[config.mk]
export PLATFORM = sky130hd
export DESIGN_NAME = pipe_stage
export DESIGN_NICKNAME = d
export VERILOG_FILES = /design/src/rtl/lc3b_types.sv /design/src/rtl/pipe_entry.sv /design/src/rtl/pipe_stage.sv
export SDC_FILE = /design/constraint.sdc
export NUM_CORES = 1
export LEC_CHECK = 0
export BUFFER_PORTS_ARGS = -buffer_cell sky130_fd_sc_hd__buf_2
export CORE_MARGIN = 4
export CORE_UTILIZATION = 55
export CTS_BUF_LIST = sky130_fd_sc_hd__clkbuf_4
export DETAILED_ROUTE_END_ITERATION = 8
export PLACE_DENSITY = 0.87
export SLEW_MARGIN = 40
export SYNTH_ARGS = -nofsm -noshare
export SYNTH_HDL_FRONTEND = slang
export SYNTH_SLANG_ARGS = --single-unit
[constraint.sdc]
create_clock -name clk -period 2.3 [get_ports clk]
set_input_delay 0.46 -clock clk [delete_from_list [all_inputs] [get_ports clk]]
set_output_delay 0.46 -clock clk [all_outputs]
set_load 0.005 [all_outputs]
[src/rtl/lc3b_types.sv]
// Shared LC-3b pipeline types: machine word, IF/ID payload and occupancy width.
package lc3b_types;

  typedef logic [15:0] lc3b_word;

  typedef struct packed {
    lc3b_word pc;
    lc3b_word ir;
  } lc3b_if_id_payload;

  localparam int PIPE_OCC_W = 2;

  function automatic logic [PIPE_OCC_W-1:0] occ_count(input logic a, input logic b);
    return {1'b0, a} + {1'b0, b};
  endfunction

endpackage

[src/rtl/pipe_entry.sv]
// One pipeline storage slot: a valid bit plus a data register with load and clear.
module pipe_entry #(
  parameter int WIDTH = 32
) (
  input  logic             clk,
  input  logic             reset_n,
  input  logic             load,
  input  logic             clear,
  input  logic [WIDTH-1:0] d,
  output logic             valid,
  output logic [WIDTH-1:0] q
);

  always_ff @(posedge clk or negedge reset_n) begin
    if (!reset_n) begin
      valid <= 1'b0;
      q     <= '0;
    end else if (load) begin
      valid <= 1'b1;
      q     <= d;
    end else if (clear) begin
      valid <= 1'b0;
    end
  end

endmodule

[src/rtl/pipe_stage.sv]
// Skid-buffered valid/ready pipeline stage with synchronous flush.
// Define PIPE_STAGE_PERF_EN to add the saturating stall_count output.
module pipe_stage
  import lc3b_types::*;
#(
  parameter int WIDTH     = 32,
  parameter int CNT_WIDTH = 16
) (
  input  logic                  clk,
  input  logic                  reset_n,
  input  logic                  in_valid,
  output logic                  in_ready,
  input  logic [WIDTH-1:0]      in_data,
  input  logic                  flush,
  output logic                  out_valid,
  input  logic                  out_ready,
  output logic [WIDTH-1:0]      out_data,
  output logic [PIPE_OCC_W-1:0] occupancy
`ifdef PIPE_STAGE_PERF_EN
  ,
  output logic [CNT_WIDTH-1:0]  stall_count
`endif
);

  logic             main_valid, skid_valid;
  logic [WIDTH-1:0] main_q, skid_q, main_d;
  logic             main_load, main_clear, skid_load, skid_clear;
  logic             accept, drain;

  // in_ready comes straight from the skid valid flop, so out_ready never reaches it.
  assign in_ready  = ~skid_valid;
  assign accept    = in_valid & ~skid_valid;
  assign drain     = main_valid & out_ready;
  assign out_valid = main_valid;
  assign out_data  = main_q;
  assign occupancy = occ_count(main_valid, skid_valid);

  always_comb begin
    main_load  = 1'b0;
    main_clear = 1'b0;
    main_d     = in_data;
    skid_load  = 1'b0;
    skid_clear = 1'b0;
    if (flush) begin
      main_clear = 1'b1;
      skid_clear = 1'b1;
    end else if (drain && skid_valid) begin
      main_load = 1'b1;
      main_d    = skid_q;
      if (accept) skid_load  = 1'b1;
      else        skid_clear = 1'b1;
    end else if (drain) begin
      if (accept) main_load  = 1'b1;
      else        main_clear = 1'b1;
    end else if (accept) begin
      if (!main_valid) main_load = 1'b1;
      else             skid_load = 1'b1;
    end
  end

  pipe_entry #(.WIDTH(WIDTH)) u_main (
    .clk     (clk),
    .reset_n (reset_n),
    .load    (main_load),
    .clear   (main_clear),
    .d       (main_d),
    .valid   (main_valid),
    .q       (main_q)
  );

  pipe_entry #(.WIDTH(WIDTH)) u_skid (
    .clk     (clk),
    .reset_n (reset_n),
    .load    (skid_load),
    .clear   (skid_clear),
    .d       (in_data),
    .valid   (skid_valid),
    .q       (skid_q)
  );

`ifdef PIPE_STAGE_PERF_EN
  // Flush is not a reset for the counter; only a flush cycle itself is not counted.
  always_ff @(posedge clk or negedge reset_n) begin
    if (!reset_n) begin
      stall_count <= '0;
    end else if (main_valid && !out_ready && !flush && (stall_count != {CNT_WIDTH{1'b1}})) begin
      stall_count <= stall_count + 1'b1;
    end
  end
`endif

endmodule

### Word level (Yosys, flattened, before mapping)

Cells that the tools add are included.

* register bits: 66
* input bits: 37
* word-level logic and storage cells: 34
* latch bits: 0
* RAM bits: 0
* bits in read-only memories: 0
* memories: 0

* bitwise logic cells: 3
* div/mod/pow operators: 0
* reductions and logical operators: 3
* equal/unequal tests: 0
* $mul: 0
* add/subtract/negate cells: 1
* $lt $le $gt $ge: 0
* muxes and demuxes: 23
* shifts and indexed selects: 0

Operator list (count)
* $mux W32: 2
* $mux W1: 21
* $reduce_bool A2 Y1: 2
* $add A1 B1 Y2: 1
* $and A1 B1 Y1: 2
* $logic_and A1 B1 Y1: 1
* $not A1 Y1: 1

### Logic depth before layout (Yosys ltp)

* depth after elaboration: 8
* mapped depth: 4
* depth with buffers taken out: 3

### Modules after synthesis

A second synthesis with hierarchy kept.

* cells, all modules: 188
* area, all modules: 3354.5 um^2

By module, submodules not included
* pipe_entry: cells an instance 71, area each 1377.6 um^2, instances 2, sequential area each 825.8 um^2
* pipe_stage: cells an instance 46, area each 599.3 um^2, instances 1, sequential area each 0.0 um^2

### Least setup slack after synthesis

Ideal clock, no wire load.

* kind: register to register
* start: register u_main.valid
* end: register u_main.q[3]
* period minus slack after synthesis: 1677 ps
* stages on the path, launching flop included: 5
* arrival: 1552 ps
* setup time: 125 ps
* path slack: 623 ps
* cells stage by stage: dfrtp_1 -> nand2_2 -> a221oi_4 -> buf_8 -> mux2_2

* cells in the longest elaborated chain, start to end: 5

RTL lines
* from (decl): RTL line pipe_entry.sv:10 `output logic valid,`
* from (signal assigned): RTL line pipe_entry.sv:16 `valid <= 1'b0;`
* from (signal assigned): RTL line pipe_entry.sv:19 `valid <= 1'b1;`
* from (signal assigned): RTL line pipe_entry.sv:22 `valid <= 1'b0;`
* $mux W1: RTL line pipe_stage.sv:56 `if (!main_valid) main_load = 1'b1;`
* $mux W1: RTL line pipe_stage.sv:55 `end else if (accept) begin`
* $mux W1: RTL line pipe_stage.sv:52 `end else if (drain) begin`
* $mux W1: RTL line pipe_stage.sv:47 `end else if (drain && skid_valid) begin`
* $mux W1: RTL line pipe_stage.sv:44 `if (flush) begin`
* to (signal assigned): RTL line pipe_entry.sv:17 `q <= '0;`
* to (signal assigned): RTL line pipe_entry.sv:20 `q <= d;`
* to (decl): RTL line pipe_entry.sv:11 `output logic [WIDTH-1:0] q`

Parallel ways exist; a longest one is shown, timed or not.
A chain may end at the register's enable or synchronous reset.

### Worst setup path in the final report

* start: register u_main.valid
* end: register u_main.q[17]

Same word-level chain as after synthesis.

==> impl_metrics.json <==
{
  "synth_nets": 221,
  "status": "finished, final reports clean",
  "multiInputGateArea_um2": 1240,
  "min-delay-path-class": "primary input to asynchronous set/reset pin",
  "die_area_um2": 6701,
  "num_vias": 1725,
  "setup_tns_ps": 0,
  "nets": 299,
  "peakVddDrop_mv": 0.6122,
  "power_density_nw_per_um2": 788.7,
  "cts_tree": "yes",
  "crit_arrival_ps": 2300,
  "startpoint_type": "flip-flop",
  "finalMaxSlewViolations": 0,
  "die_y_um": 81.86,
  "fmax_ghz": 0.4928,
  "rsz0062_at_grt": "no",
  "min_period_ps": 2029,
  "drc": 0,
  "critPathKind": "flip-flop to flip-flop",
  "cts.clk_slew.worst_paths_ps": 120,
  "drtAntennaViolNets": 0,
  "first_global_vias": 1902,
  "yosys.area.top_type": "dfrtp_1",
  "final_util": 0.6726,
  "yosys_warnings": 0,
  "cts_resized": 0,
  "portBuffers": 72,
  "end_kind": "flip-flop",
  "vias_per_cell": 5.134,
  "ys_seq_area_frac": 0.5505,
  "numCtsBuffers": 9,
  "drive_gt1_frac": 0.7068,
  "clk_latency_ps": 400,
  "avgSynthCellArea_um2": 16.40,
  "seq_area_um2": 1652,
  "avgRoutedWirePerCell_um": 15.66,
  "setup_viol": 0,
  "worst_slew_margin_rel": 0.5894,
  "cts_root_buffer": "clkbuf_4",
  "fillers": 383,
  "synth_cell_type_count": 17,
  "post_cts_buffers": 0,
  "whs_ps": 54.37,
  "grt_max_degree": 67,
  "dr.pass1.iters": 4,
  "start_util": 0.5764,
  "syn_area_um2": 3000,
  "drt-total-wl_um": 5261,
  "ys_ff_latch": 66,
  "final_common_cell": "mux2_2",
  "coreArea_um2": 5205,
  "htree_levels": 3,
  "grt_first_pass_wirelength_um": 8963,
  "ios": 73,
  "yosys.area.top_type_share": 0.5505,
  "drtIter0Drc": 92,
  "clock_skew_ps": 20.61,
  "num_antenna_cells": 0,
  "cts_hold_buf": 0,
  "syn_inst": 183,
  "overflow": 0,
  "syn2layout_area_growth_pct": 16.68,
  "rows": 26,
  "worst_pin_slew_ps": 615.0,
  "netlist_top_cells_area": "dfrtp_1 (55%), mux2_2 (33%), mux2_4 (4.0%)",
  "max_cap_violations": 0,
  "min_period_over_period": 0.8822,
  "die_w_um": 81.86,
  "place_congestion": 0.6848,
  "clk_path_buf_depth": 2,
  "required_ps": 2570,
  "dp_hpwl_um": 3651,
  "path_max_fanout": 32,
  "antenna_found_initial": 0,
  "layout_common_cells": "mux2_2 (88), buf_2 (72), dfrtp_1 (66)",
  "p_leak_nw": 1.635,
  "grt_usage": 0.1780,
  "timing.final.hold_violations": 0,
  "cts_sinks": 66
}
stage by stage:
stage | area [um2] | total power, mW | setup slack [ps] | instances
finish | 3501 | 2.761 | 270.9 | 336
global route | 3501 | 2.937 | 127.2 | 336
CTS | 3501 | 2.791 | 241.5 | 336
detailed placement | 3402 | 2.194 | 208.8 | 320
global placement | 3402 | 2.152 | 234.2 | 320
floorplan | 3000 | 1.926 | 622.8 | 183
critical path, stage by stage, from the launching register on:
cell and delay (ps):
dfrtp_1 590, nand4b_4 550, mux2_2 470, mux2_2 270
cell families (layout without fill, tap and decap cells):
| logic type | count (synthesis) | count (layout) | share of synthesized area |
|---|---|---|---|
| and+or+nand+nor | 4 | 4 | 0.02252 |
| adders and majority gates | 1 | 1 | 0.004169 |
| AOI/OAI and AO/OA | 5 | 5 | 0.01626 |
| DFF | 66 | 66 | 0.5505 |
| muxes | 96 | 96 | 0.3703 |
| buffers and inverters | 11 | 94 | 0.03628 |
power breakdown:
| group | switching, mW | total, mW | internal (mW) |
|---|---|---|---|
| combinational | 0.204 | 0.576 | 0.372 |
| sequential | 0.142 | 1.58 | 1.44 |
| clock | 0.392 | 0.607 | 0.216 |
Yosys cell counts:
cell / n
buf_8: 1
buf_6: 2
nor4b_4: 1
mux2_4: 8
a221oi_4: 1
o21ai_0: 1
buf_4: 3
inv_1: 2
ha_1: 1
nand4b_4: 1
clkbuf_8: 3
a211oi_1: 1
mux2_2: 88
dfrtp_1: 66
a21oi_1: 2
nand2_2: 1
nand2b_4: 1
routing by layer:
metal	up-vias	track usage	part of all wire
met5	-	0	0
met4	0	0.05814	0.012
met3	8	0.05921	0.056
met2	45	0.2771	0.47
met1	857	0.2352	0.46
li1	815	-	-
worst paths after layout:
check | startpoint | cells past startpoint | end | slack, ps
worst max-delay path | u_main.valid | 3 | u_main.q[17] | 270
worst min-delay path | reset_n | 2 | u_main.q[28] | 50
worst max register to register | u_main.valid | 3 | u_main.q[17] | 270
worst min register to register | u_skid.q[18] | 1 | u_skid.q[18] | 510
max in group asynchronous | reset_n | 2 | u_skid.q[18] | 1950
min in group clk | in_data[3] | 2 | u_skid.q[3] | 300
flip-flops by register name, indices dropped and copies added (netlist names):
register,cells
u_main.q,32
u_main.valid,1
u_skid.q,32
u_skid.valid,1
cell type report:
cell class                 instances  area share
tap                               70     0.02502
timing repair buffer              76      0.1187
clock buffer                      10     0.02144
sequential                        66      0.4718
clock inverter                     6    0.006791
multi-input combinational        106      0.3542
inverter                           2    0.002144
Power figures use the tool's default switching activity.
